<file path="src/rtl/result_history_buffer.sv">
// result_history_buffer: circular history of retired ALU result bytes with LIVE/REVIEW display
// Ports: hz1_clk / n_rst are the display clock and async active-low reset; res1/res2 with
// their valids are the retired datapath results; btn_mode / btn_step are level buttons;
// disp_value / disp_index drive the 7-seg mux; review_mode, count, overflow and dropped
// report buffer status.
module result_history_buffer #(
    parameter int DEPTH  = 16,
    parameter int DATA_W = 8,
    parameter int IDX_W  = $clog2(DEPTH)
) (
    input  logic              hz1_clk,
    input  logic              n_rst,
    input  logic              res1_valid,
    input  logic [31:0]       res1,
    input  logic              res2_valid,
    input  logic [31:0]       res2,
    input  logic              btn_mode,
    input  logic              btn_step,
    output logic [DATA_W-1:0] disp_value,
    output logic [IDX_W-1:0]  disp_index,
    output logic              review_mode,
    output logic [IDX_W:0]    count,
    output logic              overflow,
    output logic [7:0]        dropped
);
    typedef enum logic {LIVE, REVIEW} state_t;
    state_t            state_q, state_d;
    logic [DATA_W-1:0] mem_q [DEPTH];
    logic [IDX_W-1:0]  wr_ptr_q, wr_ptr_d, view_ofs_q, view_ofs_d, rd_idx, wr2_idx;
    logic [IDX_W:0]    count_q, count_d, ofs_inc;
    logic [DATA_W-1:0] disp_q, disp_d;
    logic              ovf_q, ovf_d, btn_mode_q, btn_step_q;
    logic [7:0]        dropped_q, dropped_d;
    logic              mode_ev, step_ev, entering, exiting, cap, stepping, full_hit;
    logic [1:0]        n_new;
    logic [IDX_W+1:0]  count_sum;
    logic [8:0]        drop_sum;
    logic              unused_hi;

    assign unused_hi = ^{res1[31:DATA_W], res2[31:DATA_W]};
    assign mode_ev   = btn_mode & ~btn_mode_q;
    assign step_ev   = btn_step & ~btn_step_q;
    // Entering REVIEW with an empty buffer is refused; the entry edge itself is frozen.
    assign entering  = state_q == LIVE && mode_ev && count_q != '0;
    assign exiting   = state_q == REVIEW && mode_ev;
    assign cap       = (state_q == LIVE && !entering) || exiting;
    assign stepping  = state_q == REVIEW && !mode_ev && step_ev;
    assign n_new     = {1'b0, res1_valid} + {1'b0, res2_valid};
    assign count_sum = {1'b0, count_q} + (IDX_W+2)'(n_new);
    assign drop_sum  = {1'b0, dropped_q} + 9'(n_new);
    assign ofs_inc   = {1'b0, view_ofs_q} + 1'b1;
    // res2 lands after res1 when both retire, so it becomes the newer entry.
    assign wr2_idx   = wr_ptr_q + IDX_W'(res1_valid);
    assign full_hit  = cap && count_sum > (IDX_W+2)'(DEPTH);

    always_comb begin
        state_d    = entering ? REVIEW : exiting ? LIVE : state_q;
        view_ofs_d = stepping ? (ofs_inc == count_q ? '0 : ofs_inc[IDX_W-1:0]) :
                     (entering || exiting) ? '0 : view_ofs_q;
        wr_ptr_d   = cap ? wr_ptr_q + IDX_W'(n_new) : wr_ptr_q;
        count_d    = full_hit ? (IDX_W+1)'(DEPTH) : cap ? count_sum[IDX_W:0] : count_q;
        ovf_d      = ovf_q | full_hit;
        dropped_d  = entering ? '0 :
                     (state_q == REVIEW && !exiting) ? (drop_sum[8] ? 8'hFF : drop_sum[7:0]) :
                     dropped_q;
        rd_idx     = wr_ptr_q - IDX_W'(1) - view_ofs_d;
        // Memory is frozen outside LIVE, so re-reading it every REVIEW edge is stable.
        disp_d     = (cap && res2_valid) ? res2[DATA_W-1:0] :
                     (cap && res1_valid) ? res1[DATA_W-1:0] :
                     (state_d == REVIEW || exiting) ? mem_q[rd_idx] : disp_q;
    end

    always_ff @(posedge hz1_clk) begin
        if (cap && res1_valid) mem_q[wr_ptr_q] <= res1[DATA_W-1:0];
        if (cap && res2_valid) mem_q[wr2_idx] <= res2[DATA_W-1:0];
    end

    always_ff @(posedge hz1_clk or negedge n_rst) begin
        if (!n_rst) begin
            state_q    <= LIVE;
            wr_ptr_q   <= '0;
            view_ofs_q <= '0;
            count_q    <= '0;
            disp_q     <= '0;
            ovf_q      <= 1'b0;
            dropped_q  <= '0;
            btn_mode_q <= 1'b0;
            btn_step_q <= 1'b0;
        end else begin
            state_q    <= state_d;
            wr_ptr_q   <= wr_ptr_d;
            view_ofs_q <= view_ofs_d;
            count_q    <= count_d;
            disp_q     <= disp_d;
            ovf_q      <= ovf_d;
            dropped_q  <= dropped_d;
            btn_mode_q <= btn_mode;
            btn_step_q <= btn_step;
        end
    end

    assign disp_value  = disp_q;
    assign disp_index  = view_ofs_q;
    assign review_mode = state_q == REVIEW;
    assign count       = count_q;
    assign overflow    = ovf_q;
    assign dropped     = dropped_q;
endmodule

</file>
<file path="config.mk">
export PLATFORM = sky130hd
export DESIGN_NAME = result_history_buffer
export DESIGN_NICKNAME = d
export VERILOG_FILES = /design/src/rtl/result_history_buffer.sv
export SDC_FILE = /design/constraint.sdc
export NUM_CORES = 1
export LEC_CHECK = 0
export BUFFER_PORTS_ARGS = -buffer_cell sky130_fd_sc_hd__buf_2
export CAP_MARGIN = 20
export CELL_PAD_IN_SITES_DETAIL_PLACEMENT = 0
export CELL_PAD_IN_SITES_GLOBAL_PLACEMENT = 2
export CORE_UTILIZATION = 25
export CTS_CLUSTER_SIZE = 28
export DETAILED_ROUTE_END_ITERATION = 6
export HOLD_SLACK_MARGIN = 0.06
export PLACE_DENSITY_LB_ADDON = 0.05
export SYNTH_ARGS = -nofsm -noshare
export SYNTH_HDL_FRONTEND = slang
export SYNTH_SLANG_ARGS = --single-unit
</file>
<file path="constraint.sdc">
create_clock -name hz1_clk -period 5.9 [get_ports hz1_clk]
set_input_delay 1.18 -clock hz1_clk [delete_from_list [all_inputs] [get_ports hz1_clk]]
set_output_delay 1.18 -clock hz1_clk [all_outputs]
set_load 0.1 [all_outputs]
</file>
[Word level (Yosys, flattened, before mapping)]
Memory sizes are Yosys's and may differ from the RTL's.
Cells that the tools add are included.
Word-level totals
  bits in writable memories: 128
  output and inout bits: 27
  logic and storage cells: 63
  memories: 1
  register bits: 33
Memories
  mem_q: words 16, bits a word 8, read ports 1, clocked after memory_dff 0, wr ports 2, RTL line 28  | logic [DATA_W-1:0] mem_q [DEPTH];
Cells by class
  magnitude comparators: 1
  bitwise operators: 6
  mux-type cells: 17
  $add $sub $neg: 8
  eq/ne operators: 1
  reductions and logical operators: 20
Operators by type and width (number)
  $mux 8: 6
  $mux 4: 3
  $logic_and 1x1->1: 10
  $mux 5: 2
  $add 8x2->9: 1
  $add 5x2->6: 1
  $gt 6x5->1 const B: 1
  $mux 1: 6
  $add 4x1->5 const B: 1
  $eq 5x5->1: 1
  $reduce_bool 5->1: 1
  $add 4x1->4: 1
  $add 4x2->4: 1
  $reduce_bool 2->1: 2
  $sub 4x1->4 const B: 1
  $sub 4x4->4: 1
  $logic_not 1->1: 3
  $logic_or 1x1->1: 3
  $not 1->1: 3
  $reduce_bool 3->1: 1
  $add 1x1->2: 1
  $and 1x1->1: 2
  $or 1x1->1: 1

[Longest topological paths before layout]
Gate-level depths: netlist (run 1).
An unclocked memory read counts as a cell.
  depth in word-level cells: 12
  depth in mapped cells: 15
  gate-level depth less buffers: 14

[Worst setup path before layout (run 1)]
No wires, ideal clock.
  path kind: register -> register
  start: reg view_ofs_q[0], in the netlist disp_index[0]
  end: reg disp_q[4], in the netlist disp_value[4]
  library setup time: 0.132 ns
  data arrival time: 4.516 ns
  stages on the path, launching flop included: 15
  slack: 1.252 ns
  cell sequence: dfrtp_1 ha_1 xor2_1 a311o_1 a21oi_1 a21o_1 o21a_1 ha_1 inv_1 fa_1 xor2_1 clkbuf_1 mux2_2 a2111oi_0 nor2_1
Between the ends
  word-level cells in the longest chain between the ends: 9
  elaborated cells between the ends (all ways): 10
  those cells by class: 2 x add/sub; 1 x eq/ne; 6 x mux; 1 x memory
RTL lines
  start, declared: RTL line 29  | logic [IDX_W-1:0] wr_ptr_q, wr_ptr_d, view_ofs_q, view_ofs_d, rd_idx, wr2_idx;
  start signal, assigned: RTL line 92  | view_ofs_q <= view_ofs_d;
  $add 4x1->5: RTL line 51  | assign ofs_inc = {1'b0, view_ofs_q} + 1'b1;
  $eq 5x5->1: RTL line 58  | view_ofs_d = stepping ? (ofs_inc == count_q ? '0 : ofs_inc[IDX_W-1:0]) :
  $mux 4: RTL line 58
  $mux 4 (*): RTL line 58
  $sub 4x4->4 (*): RTL line 66  | rd_idx = wr_ptr_q - IDX_W'(1) - view_ofs_d;
  $mem_v2 16x8 (*)
  $mux 8 (*): RTL line 70  | (state_d == REVIEW || exiting) ? mem_q[rd_idx] : disp_q;
  $mux 8 (*): RTL line 69  | (cap && res1_valid) ? res1[DATA_W-1:0] :
  $mux 8 (*): RTL line 68  | disp_d = (cap && res2_valid) ? res2[DATA_W-1:0] :
  end signal, assigned: RTL line 94  | disp_q <= disp_d;
  end, declared: RTL line 31  | logic [DATA_W-1:0] disp_q, disp_d;
Every way passes the cells marked *; elsewhere a longest branch is shown, timed or not. The select of a mux whose other input is x is not followed.
A chain may end at the register's enable or synchronous reset.

[Worst setup path after layout (run 1)]
  start: in btn_mode
  end: reg disp_q[3], in the netlist disp_value[3]
Between the ends
  word-level cells in the longest chain between the ends: 11
  elaborated cells between the ends (all ways): 24
  those cells by class: 1 x add/sub; 7 x mux; 1 x bitwise; 14 x reduce/logical; 1 x memory
RTL lines
  start, declared: RTL line 17  | input logic btn_mode,
  $and 1x1->1 (*): RTL line 41  | assign mode_ev = btn_mode & ~btn_mode_q;
  $logic_and 1x1->1 (2 in series): RTL line 44  | assign entering = state_q == LIVE && mode_ev && count_q != '0;
  $logic_or 1x1->1: RTL line 59  | (entering || exiting) ? '0 : view_ofs_q;
  $mux 4: RTL line 59
  $mux 4: RTL line 58
  $sub 4x4->4: RTL line 66
  $mem_v2 16x8
  $mux 8: RTL line 70
  $mux 8: RTL line 69
  $mux 8: RTL line 68
Marked as above.

==> results.py, run 1 <==
metrics = {
    "run_status": {
        "outcome": "finished clean",
    },
    "synth": {
        "netlist_top_cells_area": "edfxtp_1 43%, dfrtp_1 9.2%, mux4_2 8.1%",
        "syn_avg_cell_area_um2": 12.2,
        "synthArstFlopShare": 0.205,
        "syn-num-nets": 821,
        "syn-instance-count": 734,
        "synth_top_cell_area_share": 0.430,
        "synth_warnings": 0,
        "ys.flop_type": "edfxtp_1",
        "synth.yosys.seq_area_share": 0.523,
        "synth_top_area_cell": "edfxtp_1",
        "ys_ff_latch": 161,
        "synth_cell_types": 64,
        "synth_edf_count": 128,
        "syn_area_um2": 8930,
    },
    "critical_path": {
        "critPathKind": "primary input to flip-flop",
        "end_kind": "flip-flop",
        "worstPathCellList": "buf_2 -> nor2b_1 -> o22ai_1 -> o21ai_0 -> o21a_1 -> ha_2 -> inv_1 -> fa_1 -> buf_12 -> mux4_2 -> mux2i_1 -> nand4_1 -> o32ai_1 -> nor2_1",
        "crit_slowest_cell": "fa_1",
        "path_max_fanout": 32,
        "setup.worst_path.start_class": "primary input",
        "arrival_ps": 5150,
        "cp_slowest_stage_delay_ps": 520,
        "cp.required_ps": 6220,
    },
    "timing": {
        "period_needed_ps": 4840,
        "timing.hold.ws_ps": 464,
        "finalCritPeriodShare": 0.820,
        "tightestPinTransition_ps": 1100,
        "slew-limit-headroom": 0.261,
        "fmax_mhz": 207,
        "setup_tns_ps": 0,
        "slew_violations": 0,
        "rsz0062_at_grt": "false",
        "finalHoldViolations": 0,
        "setup_ws_ps": 1060,
        "fin_worst_skew_ps": 13.2,
        "setup_viol": 0,
    },
    "layout": {
        "nets": 868,
        "final_layout_size_suffix_gt1_frac": 0.277,
        "fillCellCount": 3605,
        "fin_cells": 1249,
        "antennaDiodeCount": 0,
        "register_area_um2": 4670,
        "final_util": 0.295,
        "area_growth_syn_to_layout_pct": 15.4,
        "multi_input_area_um2": 4020,
    },
    "cts": {
        "cts_sinks": 161,
        "clk-insertion-delay-late_ps": 450,
        "hold_buffers": 0,
        "clk_pin_slew_ps": 70,
        "cts_tree": "built",
        "cts_buffers": 17,
        "cts_max_path_buffers": 2,
        "clockRootBuffer": "clkbuf_16",
        "postCtsSetupBuffers": 0,
        "cts_max_level": 4,
        "cts_resized": 0,
    },
    "job": {
        "drv_cap": 0,
    },
    "routing": {
        "vias": 6320,
        "post-route-drc-count": 0,
        "wl_um": 30500,
        "wire_per_inst_um": 24.4,
        "vias_per_cell": 5.06,
        "postRouteAntennaNets": 0,
        "drt-pass1-iter-count": 5,
        "drtIter0Drc": 449,
    },
    "grt": {
        "grt_use_met3": 0.0319,
        "grt_pass1_wl_um": 45200,
        "antenna_found_initial": 1,
        "grt.busiest_layer": "met2",
        "grt_max_degree": 34,
        "grtUsageTotal": 0.176,
        "overflow": 0,
        "grt_use_met1": 0.246,
        "use_met2": 0.276,
        "grt_pass1_vias": 6397,
    },
    "pwr": {
        "p_leak_nw": 3.59,
        "ir_drop_mv": 0.385,
        "power.density_nw_per_um2": 546,
    },
    "die": {
        "dieArea_um2": 36500,
        "dieHeight_um": 191,
        "ios": 97,
        "start_util": 0.256,
        "row_count": 68,
        "die_x_um": 191,
        "coreArea_um2": 34900,
    },
    "placed_design": {
        "dp_cells": 1214,
        "post-place-ws_ps": 657,
        "gp_congestion": 0.793,
        "io_buffers": 48,
        "hpwl_um": 21000,
    },
    "min_path": {
        "hp-class": "flip-flop to flip-flop",
    },
}
## per-layer routing
layer / vias to the layer above / part of all wire
li1: 2905 / -
met1: 3212 / 0.48
met2: 175 / 0.46
met3: 26 / 0.044
met4: 2 / 0.017
met5: - / 0.00043
## worst max-delay path: cells and delay by family
kind,cells,cell delay [ps]
AO/OA/AOI/OAI,4,1200
adder cells (fa/ha/maj),2,710
buffers and inverters,3,410
multiplexers,2,900
AND/OR/NAND/NOR,3,720
## synthesized netlist by cell type, types with 7 or more instances
library cell and count:
edfxtp_1 128, nand2_1 98, o21ai_0 90, mux2_2 61, dfrtp_1 33, mux4_2 32, nor2_1 30, inv_1 27
nand3_1 25, clkbuf_1 23, a21oi_1 20, ha_1 13, nand4_1 10, buf_2 9, o32ai_1 9, a2111oi_0 8
mux2_4 8, mux2i_1 8, nand2_2 7
## per-stage QoR
stage                     total power [mW]  cell area [µm²]
after floorplan                       3.56             8930
after global placement                4.58             9720
after detailed placement              4.60             9720
after CTS                             5.72            10300
after global routing                  5.93            10300
final                                 5.62            10300
## worst paths after layout
path	from	to	slack [ps]	cells past startpoint
max reg2reg	count[2]$_DFFE_PN0P_	disp_value[3]$_DFFE_PN0P_	1360	13
min reg2reg	overflow$_DFF_PN0_	overflow$_DFF_PN0_	460	1
min	overflow$_DFF_PN0_	overflow$_DFF_PN0_	460	1
min in group asynchronous	n_rst	dropped[0]$_DFFE_PN0P_	840	1
max	btn_mode	disp_value[3]$_DFFE_PN0P_	1060	14
max in group asynchronous	n_rst	btn_step_q$_DFF_PN0_	4490	1
## flip-flops by register name (all words and copies together), names as in the netlist
signal,cells
btn_step_q,1
mem_q,128
dropped,8
btn_mode_q,1
count,5
review_mode,1
disp_index,4
overflow,1
wr_ptr_q,4
disp_value,8
## where the power goes
part	total [mW]	leakage [nW]	switching, mW	internal, mW
Combinational	2.92	1.74	1.88	1.03
Clock	1.10	0.277	0.545	0.559
Sequential	1.60	1.57	0.144	1.46
Total	5.62	3.59	2.57	3.05
## final cells by class
class                   instances  share of cell area
clock buffers                  17              0.0413
inverters                      27             0.00983
repair buffers                 64              0.0371
flip-flops and latches        161               0.453
clock inverters                15              0.0135
multi-input cells             510               0.390
well taps                     455              0.0552
## layout by cell type, fill, tap and decap left out, types with 7 or more instances in the layout
cell,count
edfxtp_1,128
nand2_1,98
o21ai_0,85
mux2_2,61
buf_2,49
dfrtp_1,33
mux4_2,32
nor2_1,30
inv_1,27
nand3_1,25
a21oi_1,20
clkbuf_16,17
buf_4,13
ha_1,12
nand4_1,10
o32ai_1,9
mux2_4,8
mux2i_1,8
a2111oi_0,8
inv_6,8
nand2_2,7
## cells by family (layout without fill, tap and decap cells)
kind of cell             count (synthesis)  count (layout)  share of synthesized area
AND/OR/NAND/NOR                        204             204                      0.110
adder cells (fa/ha/maj)                 17              17                     0.0272
multiplexers                           112             112                      0.184
buffers and inverters                   63             123                     0.0290
AO/OA/AOI/OAI                          164             164                      0.113
XOR/XNOR                                13              13                     0.0136
flip-flops                             161             161                      0.523
No activity file was read; power rests on OpenSTA's default activity.
==> inputs of run 2 (changes only) <==
clock period = 4.72 ns   (was 5.9 ns; I/O delays follow)
==> run 2 against run 1 <==
Compared with the run above: utilization is 0.51 points higher; combinational power increased by 31%; critical endpoint is now disp_value[7]$_DFFE_PN0P_; final cell count rose by 1.7%; first-iteration DRC count fell by 12%; register-to-register slack worse by 920 ps; routed wire length rose by 0.58%; non-clock buffer count rose by 21.
==> results.py, run 2 (same netlist as run 1, synthesis figures left out) <==
metrics = {
    "critical_path": {
        "path_max_fanout": 32,
        "end_kind": "flip-flop",
        "timing.rr.start": "disp_index[0]$_DFF_PN0_",
        "cp.required_ps": 5030,
        "rr_worst_depth": 15,
        "worstPathCellList": "ha_1 -> nand2b_1 -> a311o_1 -> a21oi_1 -> a21o_1 -> o21a_1 -> ha_2 -> inv_1 -> fa_1 -> buf_12 -> mux4_2 -> mux2i_1 -> nand4_1 -> o32ai_1 -> nor2_1",
        "reg2reg_to": "disp_value[7]$_DFFE_PN0P_",
        "critPathLaunch": "disp_index[0]$_DFF_PN0_",
        "crit_slowest_cell": "fa_1",
        "setup.worst_path.start_class": "flip-flop",
        "r2r_slack_ps": 440,
        "cp_slowest_stage_delay_ps": 530,
        "arrival_ps": 4600,
        "endpoint": "disp_value[7]$_DFFE_PN0P_",
        "critPathKind": "flip-flop to flip-flop",
    },
    "layout": {
        "layout_commonest_cell": "edfxtp_1",
        "regMostFlops": "mem_q",
        "area_growth_syn_to_layout_pct": 17.4,
        "nets": 889,
        "antennaDiodeCount": 0,
        "most-common-layout-cells": "128 x edfxtp_1, 98 x nand2_1, 90 x o21ai_0, 61 x mux2_2, 48 x buf_2",
        "final_layout_size_suffix_gt1_frac": 0.294,
        "largest_reg_flops": 128,
    },
    "job": {
        "drv_cap": 0,
    },
    "timing": {
        "rsz0062_at_grt": "false",
        "setup_viol": 0,
        "finalCritPeriodShare": 0.908,
        "setup_tns_ps": 0,
        "fmax_mhz": 233,
        "fin_worst_skew_ps": 14.1,
        "slew-limit-headroom": 0.399,
        "tightestPinTransition_ps": 898,
        "finalHoldViolations": 0,
        "slew_violations": 0,
        "period_needed_ps": 4280,
    },
    "die": {
        "row_count": 68,
        "dieHeight_um": 191,
        "start_util": 0.256,
        "die_x_um": 191,
        "coreArea_um2": 34900,
        "ios": 97,
        "dieArea_um2": 36500,
    },
    "cts": {
        "hold_buffers": 0,
        "clk-insertion-delay-late_ps": 440,
        "cts_max_path_buffers": 2,
        "clockRootBuffer": "clkbuf_16",
        "cts_sinks": 161,
        "cts_tree": "built",
        "cts_resized": 0,
        "clk_pin_slew_ps": 70,
        "cts_buffers": 17,
        "postCtsSetupBuffers": 0,
        "cts_max_level": 4,
    },
    "pwr": {
        "power.density_nw_per_um2": 690,
        "p_leak_nw": 3.70,
        "finalPower_mw": 7.24,
        "ir_drop_mv": 0.555,
    },
    "grt": {
        "grtUsageTotal": 0.175,
        "grt_pass1_vias": 6279,
        "overflow": 0,
        "antenna_found_initial": 0,
        "grt_max_degree": 34,
        "grt_pass1_wl_um": 44800,
    },
    "routing": {
        "drtIter0Drc": 393,
        "wl_um": 30700,
        "wire_per_inst_um": 24.1,
        "postRouteAntennaNets": 0,
        "vias": 6340,
        "drt-pass1-iter-count": 4,
        "post-route-drc-count": 0,
        "vias_per_cell": 4.99,
    },
    "min_path": {
        "hp-class": "flip-flop to flip-flop",
    },
    "placed_design": {
        "gp_congestion": 0.760,
        "hpwl_um": 21100,
        "io_buffers": 48,
    },
    "run_status": {
        "outcome": "finished clean",
    },
}
-- run 2: cell types whose count changed in the layout (fill, tap and decap cells not counted), sizes merged --
cell,before,now
clkinv,4,5
clkbuf,17,18
inv,37,31
buf,64,84
clkinvlp,1,4
bufinv,0,2
-- run 2: report_power, final --
| part | total (mW) | internal, mW | leakage, nW | switching [mW] |
|---|---|---|---|---|
| combinational | 3.82 | 1.42 | 1.85 | 2.41 |
| clock | 1.43 | 0.786 | 0.276 | 0.644 |
| sequential | 1.98 | 1.82 | 1.57 | 0.162 |
-- run 2: how the worst min path moves through the flow --
| stage | startpoint | endpoint | slack, ps | cells after the start |
|---|---|---|---|---|
| final | overflow$_DFF_PN0_ | overflow$_DFF_PN0_ | 470 | 1 |
| after global routing | overflow$_DFF_PN0_ | overflow$_DFF_PN0_ | 490 | 1 |
| after CTS | overflow$_DFF_PN0_ | overflow$_DFF_PN0_ | 470 | 1 |
| after detailed placement | overflow$_DFF_PN0_ | overflow$_DFF_PN0_ | 450 | 1 |
| after global placement | overflow$_DFF_PN0_ | overflow$_DFF_PN0_ | 450 | 1 |
| after floorplan | wr_ptr_q[0]$_DFFE_PN0P_ | wr_ptr_q[0]$_DFFE_PN0P_ | 570 | 2 |
-- run 2: stage by stage --
step                       util  instance area, µm²  setup slack, ps  hold slack [ps]  cells
after floorplan               -                8930             71.8              566    734
after global placement    0.284                9900              291              446   1237
after detailed placement  0.284                9900              327              454   1237
after CTS                 0.300               10500              417              471   1269
after global routing      0.301               10500             35.7              493   1270
final                     0.301               10500              436              473   1270
-- run 2: metal layers --
metal,global-route usage,vias up,part of all wire,wire length (µm)
met1,0.244,3219,0.48,14600
li1,-,2944,-,-
met4,0.0566,0,0.019,588
met2,0.275,150,0.47,14400
met5,0,-,0,0
met3,0.0283,27,0.034,1040
-- run 2: critical path: cells and delay by family, from the launching register on --
family	cells	cell delay, ps
compound gates	5	1210
fa+ha+maj	3	1030
buf+inv	2	310
flops	1	470
mux	2	730
simple gates	3	400
-- run 2: area by class of cell --
type / count / area (µm²)
Fill cell: 3537 / 24400
Sequential cell: 161 / 4670
Inverter: 27 / 101
Clock inverter: 15 / 159
Clock buffer: 17 / 425
Timing Repair Buffer: 85 / 541
Tap cell: 455 / 569
Multi-Input combinational cell: 510 / 4020
